[config.mk]
export PLATFORM = sky130hd
export DESIGN_NAME = rvc_fetch_aligner
export DESIGN_NICKNAME = d
export VERILOG_FILES = /design/src/rtl/rvc_fetch_aligner.sv
export SDC_FILE = /design/constraint.sdc
export NUM_CORES = 1
export LEC_CHECK = 0
export ABC_AREA = 1
export BUFFER_PORTS_ARGS = -buffer_cell sky130_fd_sc_hd__buf_2
export CAP_MARGIN = 20
export CORE_UTILIZATION = 32
export CTS_BUF_LIST = sky130_fd_sc_hd__clkbuf_4 sky130_fd_sc_hd__clkbuf_8
export DETAILED_ROUTE_END_ITERATION = 7
export GPL_TIMING_DRIVEN = 0
export SETUP_SLACK_MARGIN = 0.02
export SLEW_MARGIN = 40
export SYNTH_ARGS = -nofsm -noshare
export SYNTH_HDL_FRONTEND = slang
export SYNTH_SLANG_ARGS = --single-unit
[constraint.sdc]
create_clock -name clk_i -period 2.5 [get_ports clk_i]
set_clock_uncertainty 0.15 [all_clocks]
set_input_delay 0.375 -clock clk_i [delete_from_list [all_inputs] [get_ports clk_i]]
set_output_delay 0.375 -clock clk_i [all_outputs]
set_load 0.01 [all_outputs]
[src/rtl/rvc_fetch_aligner.sv]
// rvc_fetch_aligner: word fetcher plus 3-halfword buffer that presents aligned 16/32-bit RVC instructions.
module rvc_fetch_aligner #(
   parameter logic [31:0] RESET_PC = 32'h0000_0000
) (
   input  logic        clk_i,
   input  logic        rst_i,
   input  logic        redirect_i,
   input  logic [31:0] redirect_pc_i,
   output logic        imem_req_o,
   output logic [31:0] imem_addr_o,
   input  logic        imem_ack_i,
   input  logic [31:0] imem_data_i,
   output logic        instr_valid_o,
   input  logic        instr_ready_i,
   output logic [31:0] instr_o,
   output logic [31:0] instr_pc_o,
   output logic        is_compressed_o
);
   typedef enum logic [1:0] {IDLE, WAIT, DROP} state_e;
   state_e            state_q, state_d;
   logic [1:0]        count_q, count_d, c_pop;
   logic [2:0][15:0]  hw_q, hw_d;
   logic [31:0]       pc_q, pc_d, fetch_q, fetch_d, req_addr_q, req_addr_d;
   logic              skip_q, skip_d;
   logic              head_c, pop, ack_keep;
   assign head_c          = hw_q[0][1:0] != 2'b11;
   assign instr_valid_o   = !redirect_i && (head_c ? count_q != 2'd0 : count_q >= 2'd2);
   assign pop             = instr_valid_o && instr_ready_i;
   assign ack_keep        = state_q == WAIT && imem_ack_i && !redirect_i;
   assign imem_req_o      = state_q != IDLE;
   // the live request keeps its own address so a redirect cannot disturb it
   assign imem_addr_o     = imem_req_o ? req_addr_q : fetch_q;
   assign instr_o         = head_c ? {16'h0, hw_q[0]} : {hw_q[1], hw_q[0]};
   assign instr_pc_o      = pc_q;
   assign is_compressed_o = head_c && count_q != 2'd0;
   always_comb begin
      hw_d    = hw_q;
      c_pop   = count_q;
      pc_d    = pc_q;
      fetch_d = fetch_q;
      skip_d  = skip_q;
      if (pop) begin
         c_pop   = count_q - (head_c ? 2'd1 : 2'd2);
         pc_d    = pc_q + (head_c ? 32'd2 : 32'd4);
         hw_d[0] = head_c ? hw_q[1] : hw_q[2];
         hw_d[1] = hw_q[2];
      end
      count_d = c_pop;
      if (ack_keep) begin
         for (int i = 0; i < 3; i++) begin
            if (skip_q ? c_pop == 2'(i) : c_pop + 2'd1 == 2'(i))
               hw_d[i] = imem_data_i[31:16];
            else if (!skip_q && c_pop == 2'(i))
               hw_d[i] = imem_data_i[15:0];
         end
         count_d = c_pop + (skip_q ? 2'd1 : 2'd2);
         fetch_d = fetch_q + 32'd4;
         skip_d  = 1'b0;
      end
      if (redirect_i) begin
         count_d = 2'd0;
         pc_d    = redirect_pc_i & ~32'd1;
         fetch_d = redirect_pc_i & ~32'd3;
         skip_d  = redirect_pc_i[1];
      end
   end
   always_comb begin
      state_d    = state_q;
      req_addr_d = req_addr_q;
      case (state_q)
         IDLE: if (!redirect_i && count_d <= 2'd1) begin
            state_d    = WAIT;
            req_addr_d = fetch_q;
         end
         WAIT: state_d = imem_ack_i ? IDLE : redirect_i ? DROP : WAIT;
         DROP: state_d = imem_ack_i ? IDLE : DROP;
         default: state_d = IDLE;
      endcase
   end
   always_ff @(posedge clk_i or negedge rst_i) begin
      if (!rst_i) begin
         state_q    <= IDLE;
         count_q    <= 2'd0;
         hw_q       <= '0;
         pc_q       <= RESET_PC & ~32'd1;
         fetch_q    <= RESET_PC & ~32'd3;
         req_addr_q <= RESET_PC & ~32'd3;
         skip_q     <= RESET_PC[1];
      end else begin
         state_q    <= state_d;
         count_q    <= count_d;
         hw_q       <= hw_d;
         pc_q       <= pc_d;
         fetch_q    <= fetch_d;
         req_addr_q <= req_addr_d;
         skip_q     <= skip_d;
      end
   end
endmodule
# Yosys cells after proc, flatten, opt, wreduce, memory -nomap -nowiden
# Cells that the tools add are included.
# classes
addsub	5
mul	0
div_mod_pow	0
magnitude_cmp	2
n_eq_ne	8
shift	0
n_mux	32
bitwise_logic	0
n_reduce_logical	21
# ops
operator	n
32-bit 2-to-1 mux	8
16-bit 2-to-1 mux	7
32-bit by 3-bit adder with 32-bit output	1
32-bit by 3-bit adder with 32-bit output, second input constant	1
2-bit 2-to-1 mux	9
2-bit nonzero test	5
1-bit logical AND	9
2-bit by 1-bit equality test with 1-bit output, second input constant	3
2-bit equality test, second input constant	3
2-bit zero test	3
1-bit 2-to-1 mux	6
2-bit case mux with 3 select lines	1
2-bit != test, second input constant	2
2-bit AND reduction	2
3-bit 2-to-1 mux	1
2-bit by 1-bit adder with 2-bit output, second input constant	1
2-bit adder	1
2-bit greater-or-equal comparator, second input constant	1
2-bit by 1-bit less-or-equal comparator with 1-bit output, second input constant	1
1-bit zero test	2
2-bit subtractor	1
# word_totals
register_bits	149
latch_bits	0
ram_bits	0
rom_bits	0
out_inout_bits	99
wordCells	77
mem_count	0

# Depth between registers and ports, before layout
# depth
ltp_word	12
mapped_depth	16
mapped_depth_nobuf	14

# Worst setup path after synthesis
# OpenSTA, ideal clock, no wires.
# synth_timing
path_kind	register to register
start	register hw_q[1] (netlist name)
end	register req_addr_q[31]
setup_time_ps	127
t_arrival_ps	2405
setup_slack_ps	-182
stages_incl_launch_ff	16
synth_period_minus_slack_ps	2682
path_cell_list	dfrtp_1 -> nand2_1 -> buf_6 -> clkbuf_1 -> ha_1 -> inv_1 -> nand4_1 -> nand2_2 -> ha_1 -> xnor2_1 -> nand2_1 -> nand2_1 -> nand3_1 -> nand2_1 -> buf_2 -> o21ai_0
# synth_via
elab_chain_cells	11
elab_cells_between_ends	13
# synth_lines
item	line_no	rtl
start, declared	22	logic [2:0][15:0] hw_q, hw_d;
start signal, assigned	92	hw_q <= hw_d;
2-bit != test *	26	assign head_c = hw_q[0][1:0] != 2'b11;
branches (longest 3 deep; another with 2-bit subtractor)	--	
2-bit 2-to-1 mux *	42	if (pop) begin
2-bit adder	56	count_d = c_pop + (skip_q ? 2'd1 : 2'd2);
2-bit 2-to-1 mux *	49	if (ack_keep) begin
2-bit 2-to-1 mux *	60	if (redirect_i) begin
2-bit by 1-bit less-or-equal comparator with 1-bit output *	71	IDLE: if (!redirect_i && count_d <= 2'd1) begin
1-bit logical AND *	71	
2-bit AND reduction (no line) *	--	
end signal, assigned	87	req_addr_q <= RESET_PC & ~32'd3;
end signal, assigned	95	req_addr_q <= req_addr_d;
end, declared	23	logic [31:0] pc_q, pc_d, fetch_q, fetch_d, req_addr_q, req_addr_d;
# Every way passes the cells marked *.
# A chain may end at the register's enable or synchronous reset.

# Worst setup path after layout
# layout_timing
start	register hw_q[1] (netlist name)
end	register state_q[0]
# layout_via
elab_chain_cells	11
elab_cells_between_ends	13
# layout_lines
item	line_no	rtl
2-bit != test *	26	
branches (longest 3 deep; another with 2-bit subtractor)	--	
2-bit 2-to-1 mux *	42	
2-bit adder	56	
2-bit 2-to-1 mux *	49	
2-bit 2-to-1 mux *	60	
2-bit by 1-bit less-or-equal comparator with 1-bit output *	71	
1-bit logical AND *	71	
2-bit != test (no line) *	--	
end signal, assigned	90	state_q <= state_d;
end, declared	20	state_e state_q, state_d;
# Marked as above.

==> results.ini <==
[global_route]
gr-total-overflow=0
grt_max_degree=70
grt_use_met3=0.0437
busiest_layer=met2
grt_pass1_wl_um=53100
first_global_vias=9432
global_route.usage.met2=0.391
grt_usage=0.240
antenna_found_initial=5
met1_usage=0.321

[worst_setup_path]
r2r_start=hw_q[1]
worst-r2r-cell-count=15
endpoint_kind=flop
cp_data_required_time_ns=2.72
cp.arrival_ns=2.78
r2r_slack_ns=-0.06
crit_path_cell_trace=nand2_2 > buf_6 > clkbuf_16 > ha_4 > inv_2 > nand4_1 > nand2_2 > ha_4 > xnor2_2 > nand2_1 > nand2_2 > nand3_4 > nand2_8 > clkbuf_16 > o31ai_2
r2r_end=state_q[0]
path_depth=15
critical_path.top_delay_family=simple AND/OR/NAND/NOR gates
startpoint_type=flop
cpPeakStageDelay_ns=0.37
critPathCapture=state_q[0]
crit_start=hw_q[1]
worst-path-max-fanout=7
critPathMostFrequentCell=nand2_2
setup.worst_path.class=flop to flop
crit_path_top_delay_cell=dfrtp_1
path_buf_inv=4

[routing]
drc=0
viasPerCell=5.01
routed_wl_um=35000
drtAntennaViolNets=0
wire_per_inst_um=17.8
dr.pass1.iters=5
num_vias=9832
first_iter_violations=764

[timing]
final.period_utilization=1.03
setup_slack_ns=-0.0636
rsz0062_at_grt=true
clock.fmax_mhz=390
tightest_slew_ns=0.785
setup_violations=37
fin_tns_setup_ns=-0.754
period_minus_slack_ns=2.56
finalHoldViolations=0
slew_headroom=0.475
drv_slew=0

[cts]
insertion_delay_ns=0.49
tritoncts=done
cts.sinks=144
clkTransAtPathRegs_ns=0.11
cts_made_buffers=17
cts.path.max_buffers=2
cts-root-buf=clkbuf_8
cts_htree_levels=4

[die]
dieHeight_um=172
initial_core_util=0.328
core.rowCount=61
ios=168
die_w_um=172
core_area_sq_um=28100
die-area_sq_um=29500

[outcome]
violations=negative setup slack
status=finished, violations left

[power]
total_power_uw=10600
p_leak_uw=0.00590
ir_drop_uv=448
powerDensity_nw_per_um2=879

[yosys]
yosysSeqAreaShare=0.391
ys_types=45
postSynthCellCount=1338
synth_seq_cells=144
yosys_warnings=0
syn-cell-area_sq_um=9220
post_synth.cell_area_avg_sq_um=6.89

[cells_and_area]
final_cell_mix=428 x nand2_1, 165 x buf_2, 150 x inv_1
final_common_cell=nand2_1
nNetsFinal=1643
synthToLayoutAreaGrowth_pct=30.2
final_cells=1963
drive_gt1_frac=0.240

[place]
dp.cells=1882
post-dp-hpwl_um=25200
place_congestion=0.941
portBuffers=162
pre_cts_ws_ns=-0.582

[job]
maxCapViolCount=0

[hold_path]
worstHoldPathType=input pin to flop

[synthesized netlist by cell type (all sizes together)]
library cell  number  area [sq um]
ha                 5          62.6
o31ai              3          22.5
a21oi             11          66.3
or2                1          6.26
o221ai            10          87.6
nor2              88           348
dfrtp            144          3600
o211ai            35           263
o21bai             1          7.51
clkinv             3          11.3
clkbuf            33           125
a21boi            15           113
nand3b             2          15.0
nor3              23           115
nand4             16           106
a22oi              3          22.5
nor3b              1          7.51
conb               1          3.75
nor4               8          50.1
a211oi             1          7.51
o22ai              2          12.5
fa                 1          20.0
xnor2              3          26.3
nand2            455          1720
a31oi              1          6.26
inv              158           593
o21ai            132           661
buf               41           267
nand3            105           553
and2               2          12.5
xor2              34           298
[flip-flops by register name (all words and copies together), names as in the netlist]
signal,count
fetch_q,30
req_addr_q,30
count_q,2
state_q,2
instr_pc_o,31
hw_q,48
skip_q,1
[routing by layer]
metal  part of all wire  routed length (um)
met2               0.46               16200
met5            0.00037                  13
met4              0.023                 820
met1               0.44               15600
met3              0.068                2370
[repair_timing]
action,4_1_cts,5_1_grt
pin swaps,19,23
hold endpoints to repair,148,0
setup buffers,19,15
endpoints found under the setup margin,142,150
gates resized for setup,97,88
cloned,7,1
hold buffers,4,0
[cell families after synthesis]
family                   count (synthesis)  synth area share
adder cells (fa/ha/maj)                  6           0.00896
AND/OR/NAND/NOR                        701             0.319
AO/OA/AOI/OAI                          214             0.138
other                                    1          0.000407
buffers and inverters                  235             0.108
XOR/XNOR                                37            0.0352
flip-flops                             144             0.391
[worst min-delay path by stage]
| stage | start | endpoint | slack, ns | depth (start not counted) |
|---|---|---|---|---|
| CTS | redirect_pc_i[21] | fetch_q[21] | 0.03 | 3 |
| floorplan | rst_i | count_q[0] | -0.07 | 0 |
| detailed placement | rst_i | req_addr_q[26] | 0.05 | 1 |
| global placement | req_addr_q[23] | req_addr_q[23] | 0.32 | 2 |
| global route | redirect_pc_i[6] | fetch_q[6] | 0.03 | 3 |
| finish | imem_ack_i | state_q[0] | 0.03 | 3 |
[worst min-delay path, cell delays in order]
cell and delay [ns]:
buf_2 0.10, or2_2 0.12, o31ai_2 0.05
[where the power goes]
group	switching [uW]	leakage (uW)	internal [uW]
Sequential	501	0.00174	3020
Clock	1150	0.000217	940
Combinational	2870	0.00394	2070
Total	4530	0.00590	6020
[through the flow]
stage / instance area (sq um) / hold slack [ns] / util
floorplan: 9290 / -0.0706 / -
global placement: 10600 / 0.316 / 0.377
detailed placement: 10600 / 0.0507 / 0.379
CTS: 11600 / 0.0258 / 0.414
global route: 12000 / 0.0313 / 0.427
finish: 12000 / 0.0333 / 0.427
[area by class of cell]
cell class                      count  area (sq um)
Inverter                          161           639
Sequential cell                   144          3600
Fill cell                        3001         16100
Tap cell                          378           473
Buffer                             73           505
Antenna cell                        4          10.0
Timing Repair Buffer              209          1330
Clock buffer                       17           234
Multi-Input combinational cell    962          5010
Clock inverter                     15           188
No activity file was read; power rests on OpenSTA's default activity.
